File: config.mk
export PLATFORM = sky130hd
export DESIGN_NAME = dvi_link_ctrl
export DESIGN_NICKNAME = d
export VERILOG_FILES = /design/src/rtl/dvi_pkg.sv /design/src/rtl/dvi_link_ctrl_lock_filter.sv /design/src/rtl/dvi_link_ctrl.sv
export SDC_FILE = /design/constraint.sdc
export NUM_CORES = 1
export LEC_CHECK = 0
export CAP_MARGIN = 20
export CELL_PAD_IN_SITES_DETAIL_PLACEMENT = 0
export CELL_PAD_IN_SITES_GLOBAL_PLACEMENT = 1
export CORE_MARGIN = 10
export CORE_UTILIZATION = 42
export DETAILED_ROUTE_END_ITERATION = 10
export PLACE_DENSITY_LB_ADDON = 0.1
export RECOVER_POWER = 100
export SLEW_MARGIN = 40
export SYNTH_ARGS = -nofsm -noshare
export SYNTH_HDL_FRONTEND = slang
export SYNTH_SLANG_ARGS = --single-unit
File: constraint.sdc
create_clock -name clk_i -period 3.8 [get_ports clk_i]
set_input_delay 0.38 -clock clk_i [delete_from_list [all_inputs] [get_ports clk_i]]
set_output_delay 0.38 -clock clk_i [all_outputs]
set_load 0.1 [all_outputs]
File: src/rtl/dvi_pkg.sv
// Shared DVI transmit-path types and widths.
package dvi_pkg;

  localparam int unsigned X_POS_W = 12;
  localparam int unsigned Y_POS_W = 11;

  typedef enum logic [1:0] {
    S_LOCK_WAIT,
    S_DP_RST,
    S_SYNC,
    S_ACTIVE
  } link_state_t;

endpackage

File: src/rtl/dvi_link_ctrl_lock_filter.sv
// PLL lock qualifier: 2-flop synchronizer plus consecutive-lock stability counter.
module lock_filter #(
  parameter int unsigned LOCK_STABLE_CYC = 1024
) (
  input  logic clk_i,
  input  logic rst_n_i,
  input  logic pll_lock_i,
  input  logic en_i,
  output logic lock_s_o,
  output logic lock_ok_o
);

  localparam int unsigned CNT_W = $clog2(LOCK_STABLE_CYC + 1);
  localparam logic [CNT_W-1:0] CNT_LAST = CNT_W'(LOCK_STABLE_CYC - 1);

  logic             sync1_q, sync2_q;
  logic [CNT_W-1:0] cnt_q, cnt_d;

  assign lock_s_o  = sync2_q;
  assign lock_ok_o = sync2_q && (cnt_q == CNT_LAST);

  // Stability count: only while enabled and lock held; holds at its terminal value.
  always_comb begin
    cnt_d = cnt_q;
    if (!en_i || !sync2_q) begin
      cnt_d = '0;
    end else if (cnt_q != CNT_LAST) begin
      cnt_d = cnt_q + 1'b1;
    end
  end

  // Synchronizer and counter registers.
  always_ff @(posedge clk_i) begin
    if (!rst_n_i) begin
      sync1_q <= 1'b0;
      sync2_q <= 1'b0;
      cnt_q   <= '0;
    end else begin
      sync1_q <= pll_lock_i;
      sync2_q <= sync1_q;
      cnt_q   <= cnt_d;
    end
  end

endmodule

File: src/rtl/dvi_link_ctrl.sv
// DVI link bring-up sequencer: lock qualification, datapath reset, frame-aligned
// video enable, test-pattern selection and lock-loss recovery.
module dvi_link_ctrl
  import dvi_pkg::*;
#(
  parameter  int unsigned LOCK_STABLE_CYC   = 1024,
  parameter  int unsigned DP_RST_CYC        = 16,
  parameter  int unsigned PATTERN_NUM       = 4,
  parameter  int unsigned AUTO_CYCLE_FRAMES = 60,
  localparam int unsigned PATTERN_W = (PATTERN_NUM > 1) ? $clog2(PATTERN_NUM) : 1
) (
  input  logic                 clk_i,
  input  logic                 rst_n_i,
  input  logic                 pll_lock_i,
  input  logic [X_POS_W-1:0]   x_i,
  input  logic [Y_POS_W-1:0]   y_i,
  input  logic                 pattern_next_i,
  output logic                 dvi_rst_o,
  output logic                 video_en_o,
  output logic [PATTERN_W-1:0] pattern_o,
  output link_state_t          state_o,
  output logic [7:0]           lock_loss_cnt_o
);

  localparam int unsigned DP_W  = $clog2(DP_RST_CYC + 1);
  localparam int unsigned FRM_W = (AUTO_CYCLE_FRAMES > 0) ? $clog2(AUTO_CYCLE_FRAMES + 1) : 1;
  localparam logic [DP_W-1:0]      DP_LAST  = DP_W'(DP_RST_CYC - 1);
  localparam logic [FRM_W-1:0]     FRM_LAST =
    FRM_W'((AUTO_CYCLE_FRAMES == 0) ? 0 : AUTO_CYCLE_FRAMES - 1);
  localparam logic [PATTERN_W-1:0] PAT_LAST = PATTERN_W'(PATTERN_NUM - 1);

  link_state_t          state_q, state_d;
  logic [DP_W-1:0]      dp_cnt_q, dp_cnt_d;
  logic [FRM_W-1:0]     frm_q, frm_d;
  logic                 pend_q, pend_d;
  logic [PATTERN_W-1:0] pat_q, pat_d;
  logic [7:0]           loss_q, loss_d;
  logic                 dvi_rst_q, dvi_rst_d;
  logic                 ven_q, ven_d;

  logic lock_s, lock_ok;
  logic frame_start, lost, req, auto_adv;

  lock_filter #(
    .LOCK_STABLE_CYC (LOCK_STABLE_CYC)
  ) u_lock_filter (
    .clk_i      (clk_i),
    .rst_n_i    (rst_n_i),
    .pll_lock_i (pll_lock_i),
    .en_i       (state_q == S_LOCK_WAIT),
    .lock_s_o   (lock_s),
    .lock_ok_o  (lock_ok)
  );

  assign frame_start = (x_i == '0) && (y_i == '0) && !dvi_rst_q;

  assign dvi_rst_o       = dvi_rst_q;
  assign video_en_o      = ven_q;
  assign pattern_o       = pat_q;
  assign state_o         = state_q;
  assign lock_loss_cnt_o = loss_q;

  // Next-state, counters and pattern; outputs are decoded from the next state so
  // they register together with it. Lock loss overrides every other event.
  always_comb begin
    state_d  = state_q;
    dp_cnt_d = dp_cnt_q;
    frm_d    = frm_q;
    pend_d   = pend_q;
    pat_d    = pat_q;
    loss_d   = loss_q;
    lost     = (state_q != S_LOCK_WAIT) && !lock_s;
    req      = pend_q || pattern_next_i;
    auto_adv = (AUTO_CYCLE_FRAMES != 0) && (frm_q == FRM_LAST);
    if (lost) begin
      state_d  = S_LOCK_WAIT;
      dp_cnt_d = '0;
      pend_d   = 1'b0;
      if (loss_q != 8'hFF) loss_d = loss_q + 8'd1;
    end else begin
      case (state_q)
        S_LOCK_WAIT: begin
          if (lock_ok) begin
            state_d  = S_DP_RST;
            dp_cnt_d = '0;
          end
        end
        S_DP_RST: begin
          if (dp_cnt_q == DP_LAST) begin
            state_d  = S_SYNC;
            dp_cnt_d = '0;
          end else begin
            dp_cnt_d = dp_cnt_q + 1'b1;
          end
        end
        S_SYNC: begin
          pend_d = 1'b0;
          if (frame_start) begin
            state_d = S_ACTIVE;
            frm_d   = '0;
          end
        end
        S_ACTIVE: begin
          pend_d = req;
          if (frame_start) begin
            if (req || auto_adv) begin
              pat_d  = (pat_q == PAT_LAST) ? '0 : pat_q + 1'b1;
              frm_d  = '0;
              pend_d = 1'b0;
            end else if (AUTO_CYCLE_FRAMES != 0) begin
              frm_d = frm_q + 1'b1;
            end
          end
        end
        default: state_d = S_LOCK_WAIT;
      endcase
    end
    dvi_rst_d = (state_d == S_LOCK_WAIT) || (state_d == S_DP_RST);
    ven_d     = (state_d == S_ACTIVE);
  end

  // State and output registers.
  always_ff @(posedge clk_i) begin
    if (!rst_n_i) begin
      state_q   <= S_LOCK_WAIT;
      dp_cnt_q  <= '0;
      frm_q     <= '0;
      pend_q    <= 1'b0;
      pat_q     <= '0;
      loss_q    <= '0;
      dvi_rst_q <= 1'b1;
      ven_q     <= 1'b0;
    end else begin
      state_q   <= state_d;
      dp_cnt_q  <= dp_cnt_d;
      frm_q     <= frm_d;
      pend_q    <= pend_d;
      pat_q     <= pat_d;
      loss_q    <= loss_d;
      dvi_rst_q <= dvi_rst_d;
      ven_q     <= ven_d;
    end
  end

endmodule
Yosys cells after proc, flatten, opt, wreduce, memory -nomap -nowiden
Cells that the tools add are included.
W data, S select, Z words.
{"block": "totals", "ff_bits": 39, "input_bits": 27, "out_inout_bits": 14, "wordCells": 72}
{"block": "op_classes", "n_addsub": 5, "eq_ne": 14, "muxes": 16, "n_bitwise": 2, "reduce_logical": 24}
{"operator": "$mux W6", "count": 3}
{"operator": "$logic_not A12 Y1", "count": 1}
{"operator": "$pmux W6 S2", "count": 1}
{"operator": "$add A11 B1 Y11 const B", "count": 1}
{"operator": "$eq A11 B10 Y1 const B", "count": 1}
{"operator": "$logic_not A11 Y1", "count": 1}
{"operator": "$ne A11 B10 Y1 const B", "count": 1}
{"operator": "$mux W2", "count": 5}
{"operator": "$mux W5", "count": 2}
{"operator": "$pmux W5 S2", "count": 1}
{"operator": "$add A8 B1 Y8 const B", "count": 1}
{"operator": "$eq A2 B2 Y1 const B", "count": 4}
{"operator": "$ne A8 B8 Y1 const B", "count": 1}
{"operator": "$reduce_and A4 Y1", "count": 2}
{"operator": "$add A6 B1 Y6 const B", "count": 1}
{"operator": "$eq A6 B6 Y1 const B", "count": 1}
{"operator": "$ne A2 B2 Y1 const B", "count": 3}
{"operator": "$pmux W2 S3", "count": 1}
{"operator": "$reduce_bool A2 Y1", "count": 3}
{"operator": "$add A5 B1 Y5 const B", "count": 1}
{"operator": "$eq A5 B4 Y1 const B", "count": 1}
{"operator": "$eq A2 B1 Y1 const B", "count": 2}
{"operator": "$logic_and A1 B1 Y1", "count": 4}
{"operator": "$logic_not A2 Y1", "count": 2}
{"operator": "8 further kinds", "count": 17}

Logic depth before layout (Yosys ltp)
{"block": "logic_depth", "depth_word": 8, "depth_mapped": 5, "ltp_nobuf": 5}

Hierarchy
From an unflattened synthesis, not the netlist that was laid out.
{"block": "hier_totals", "hier_cells": 213, "area_unflattened_um2": 1954.4}
{"module": "dvi_link_ctrl", "n_inst": 1, "cells_per_inst": 151, "area_per_inst_um2": 1373.8, "seq_area_each_um2": 520.5}
{"module": "lock_filter", "n_inst": 1, "cells_per_inst": 62, "area_per_inst_um2": 580.6, "seq_area_each_um2": 260.2}

Worst setup path before layout
Ideal clock, no wire load.
{"block": "synth_timing", "path_type": "reg2reg", "from": "reg loss_q[0] (netlist: lock_loss_cnt_o[0])", "to": "reg loss_q[3] (netlist: lock_loss_cnt_o[3])", "setup_time_ps": 115, "arrival_time_ps": 2102, "required_ps": 3685, "setup_slack_ps": 1584, "stages_incl_launch_ff": 6, "n_path_buf": 0, "synth_period_minus_slack_ps": 2216, "cell_sequence": "dfxtp_1 > ha_1 > nand4_1 > o21ai_4 > nor3_1 > o21a_1"}
{"block": "synth_via", "elab_chain_len": 2, "word_cells_on_any_way": 3, "classes_between": "add/sub: 1; eq/ne: 1; reduce/logical: 1"}
{"element": "start, declared", "line_no": "dvi_link_ctrl.sv:37", "text": "logic [7:0] loss_q, loss_d;"}
{"element": "start signal, assigned", "line_no": "dvi_link_ctrl.sv:139", "text": "loss_q <= loss_d;"}
{"element": "branches (longest 2 deep; another with $add A8 B1 Y8)"}
Parallel ways; which one is timed is not known.
A chain may end at the register's enable or synchronous reset.

Worst setup path after layout
{"block": "layout_timing", "from": "in y_i[1]", "to": "reg pat_q[0] (netlist: pattern_o[0])"}
{"block": "layout_via", "elab_chain_len": 4}
{"element": "start, declared", "line_no": "dvi_link_ctrl.sv:16", "text": "input logic [Y_POS_W-1:0] y_i,"}
{"element": "$logic_not A11 Y1", "line_no": "dvi_link_ctrl.sv:55", "text": "assign frame_start = (x_i == '0) && (y_i == '0) && !dvi_rst_q;"}
{"element": "$logic_and A1 B1 Y1 (2 in series)", "line_no": "dvi_link_ctrl.sv:55"}
{"element": "$reduce_and A4 Y1 (no source line)"}
{"element": "end signal, assigned", "line_no": "dvi_link_ctrl.sv:138", "text": "pat_q <= pat_d;"}
{"element": "end, declared", "line_no": "dvi_link_ctrl.sv:36", "text": "logic [PATTERN_W-1:0] pat_q, pat_d;"}
Every way passes these cells.

==> impl_metrics.env <==
export IMPL_critPathMaxFanout=9
export IMPL_drt_initial_drc_count=47
export IMPL_cp_slowest_cell="nor4b_1"
export IMPL_setup_tns_ns=0
export IMPL_htree_levels=2
export IMPL_grt_pass1_vias=1671
export IMPL_cts_buffer_depth=2
export IMPL_grt_usage_pct=11.6
export IMPL_fp_dieH_um=90.0
export IMPL_synth_cells=216
export IMPL_skew_ns=0.0134
export IMPL_die_x_um=90.0
export IMPL_worst_hold_slack_ns=0.443
export IMPL_synth_area_leaders="dfxtp_1 38%, nor4_4 6.2%, nand2_1 3.3%"
export IMPL_hpwl_um=3550
export IMPL_startpoint="y_i[1]"
export IMPL_leakage_uw=0.000817
export IMPL_crit_type="in -> reg"
export IMPL_overflow=0
export IMPL_area_growth_pct=19.5
export IMPL_numPortBuffers=40
export IMPL_syn_cell_area_mm2=0.00206
export IMPL_rsz0062_at_grt="false"
export IMPL_hp_class="reg -> reg"
export IMPL_fmax_ghz=0.416
export IMPL_synthTopCellsByCount="39 x dfxtp_1, 18 x nand2_1, 13 x nor2_1"
export IMPL_setup_viol=0
export IMPL_drcViolationCount=0
export IMPL_drt_wl_total_um=4710
export IMPL_critical_path_max_stage_delay_ns=0.69
export IMPL_drive_gt1_share_pct=6.59
export IMPL_num_nets_final=289
export IMPL_r2r_slack_ns=1.76
export IMPL_min_period_over_period_pct=63.3
export IMPL_synth_top_cell_area_share_pct=38.0
export IMPL_cts_buffers=5
export IMPL_ant_nets=0
export IMPL_synth_net_count=248
export IMPL_cp_cell_sequence="dlygate4sd3_1 -> nor4_1 -> nand4_1 -> nor4b_1 -> mux2i_1"
export IMPL_ir_drop_mv=0.221
export IMPL_slew_violations=0
export IMPL_row_count=25
export IMPL_r2r_start="lock_loss_cnt_o[0]"
export IMPL_worstPathRequired_ns=4.02
export IMPL_start_util_pct=43.5
export IMPL_first_pass_iters=4
export IMPL_fp_coreArea_mm2=0.00472
export IMPL_clock_latency_ns=0.30
export IMPL_avgSynthCellArea_um2=9.52
export IMPL_post_cts_repair_setup_buffers=0
export IMPL_maxCapViolCount=0
export IMPL_r2r_cells=5
export IMPL_vias=1775
export IMPL_ys_types=50
export IMPL_hp_start="u_lock_filter.sync1_q"
export IMPL_dieArea_mm2=0.00809
export IMPL_cts_sinks=39
export IMPL_io_pins=41
export IMPL_cts_tree="done"
export IMPL_synth_ff_type="dfxtp_1"
export IMPL_min_period_ns=2.40
export IMPL_critPathLaunchType="input pin"
export IMPL_clockRootBuffer="clkbuf_8"
export IMPL_n_antenna_cell=0
export IMPL_hold_viol=0
export IMPL_yosysTopAreaCell="dfxtp_1"
export IMPL_synth_ff_latch_count=39
export IMPL_crit_path_end="pattern_o[0]"
export IMPL_power_density_mw_per_mm2=301
export IMPL_synth_async_sr_flop_share_pct=0
export IMPL_antenna_found_initial=0
export IMPL_ctsHoldBuffers=0
export IMPL_via_per_inst=5.46
export IMPL_cts_resized=0
export IMPL_worst_setup_path_end_kind="register"
export IMPL_gp_congestion=0.778
export IMPL_synth_seq_area_share_pct=38.0
export IMPL_status="complete, no violations"
export IMPL_worst_endpoint_arrival_ns=2.62
export IMPL_maxSlewHeadroom_pct=21.4
export IMPL_grt_max_degree=20
export IMPL_worstReg2RegEnd="lock_loss_cnt_o[1]"
export IMPL_cts_clk_slew_worst_paths_ns=0.08
export IMPL_synth_edf_count=0
export IMPL_wl_per_cell_um=14.5
export IMPL_worstMarginPinSlew_ns=1.18
export IMPL_grt_pass1_wl_um=8170
export IMPL_synth_most_common_cell="dfxtp_1"
export IMPL_yosysWarnings=0
metal layers:
metal | track usage, % | vias to the layer above | part of all wire [%]
met5 | 0 | - | 0
met1 | 15.7 | 810 | 49
met3 | 3.41 | 2 | 5.4
met2 | 17.5 | 50 | 45
li1 | - | 913 | -
met4 | 2.79 | 0 | 0.17
per-stage QoR:
step           total power [uW]  setup WS (ns)  utilization (%)  instance area (um2)  std cells
4_1_cts                     750           1.83             53.6                 2530        325
6_report                    740           1.40             52.0                 2460        325
3_5_place_dp                470           1.52             51.7                 2440        317
3_3_place_gp                469           1.54             53.2                 2510        317
2_1_floorplan               433           1.58                -                 2060        216
5_1_grt                     766           1.25             52.0                 2460        325
area by class of cell:
cell class	count	area (um2)
timing repair buffer	40	313
tap	67	83.8
sequential	39	781
clock inverter	3	20.0
fill	467	2270
multi-input combinational	164	1160
clock buffer	5	68.8
inverter	7	26.3
cells by family (layout without fill, tap and decap cells):
kind of cell             Yosys count  in the layout  synth area share [%]
flip-flops                        39             39                  38.0
XOR/XNOR                           7              7                  2.98
buffers and inverters             13             55                  2.68
AND/OR/NAND/NOR                   90             90                  31.3
AO/OA/AOI/OAI                     55             55                  18.5
multiplexers                       7              7                  3.47
adder cells (fa/ha/maj)            5              5                  3.04
worst max-delay path: cells and delay by family:
kind | cells | cell delay, ns
buffers and inverters | 1 | 0.53
muxes | 1 | 0.24
and+or+nand+nor | 3 | 1.47
report_power, final:
part           internal (uW)  switching [uW]  total (uW)
Clock                    128             155         283
Combinational           28.0            17.5        45.5
Sequential               410            1.62         411
how the worst min path moves through the flow:
stage                                        end  slack, ns  cells after the start
after floorplan           u_lock_filter.lock_s_o       0.41                      1
after global placement    u_lock_filter.lock_s_o       0.41                      1
after detailed placement  u_lock_filter.lock_s_o       0.42                      1
after CTS                 u_lock_filter.lock_s_o       0.45                      1
after global routing      u_lock_filter.lock_s_o       0.47                      1
final                     u_lock_filter.lock_s_o       0.44                      1
state kept, by name (all words and copies together), names as in the netlist, 2 cells and up:
signal and count:
dp_cnt_q 5, state_o 2, lock_loss_cnt_o 8, u_lock_filter.cnt_q 11
frm_q 6, pattern_o 2
placed cells by master (no fill, tap or decap), drive strengths merged, types with 6 or more instances in the layout:
cell type,Yosys,routed
mux2i,6,6
nand2,18,18
clkbuf,3,19
dfxtp,39,39
xor2,6,6
a21oi,12,12
o21ai,10,10
clkdlybuf4s50,0,24
nand4,10,10
o31ai,7,7
nand3,12,12
nor4,6,6
nor2,13,13
inv,7,7
No activity file was read; power rests on OpenSTA's default activity.
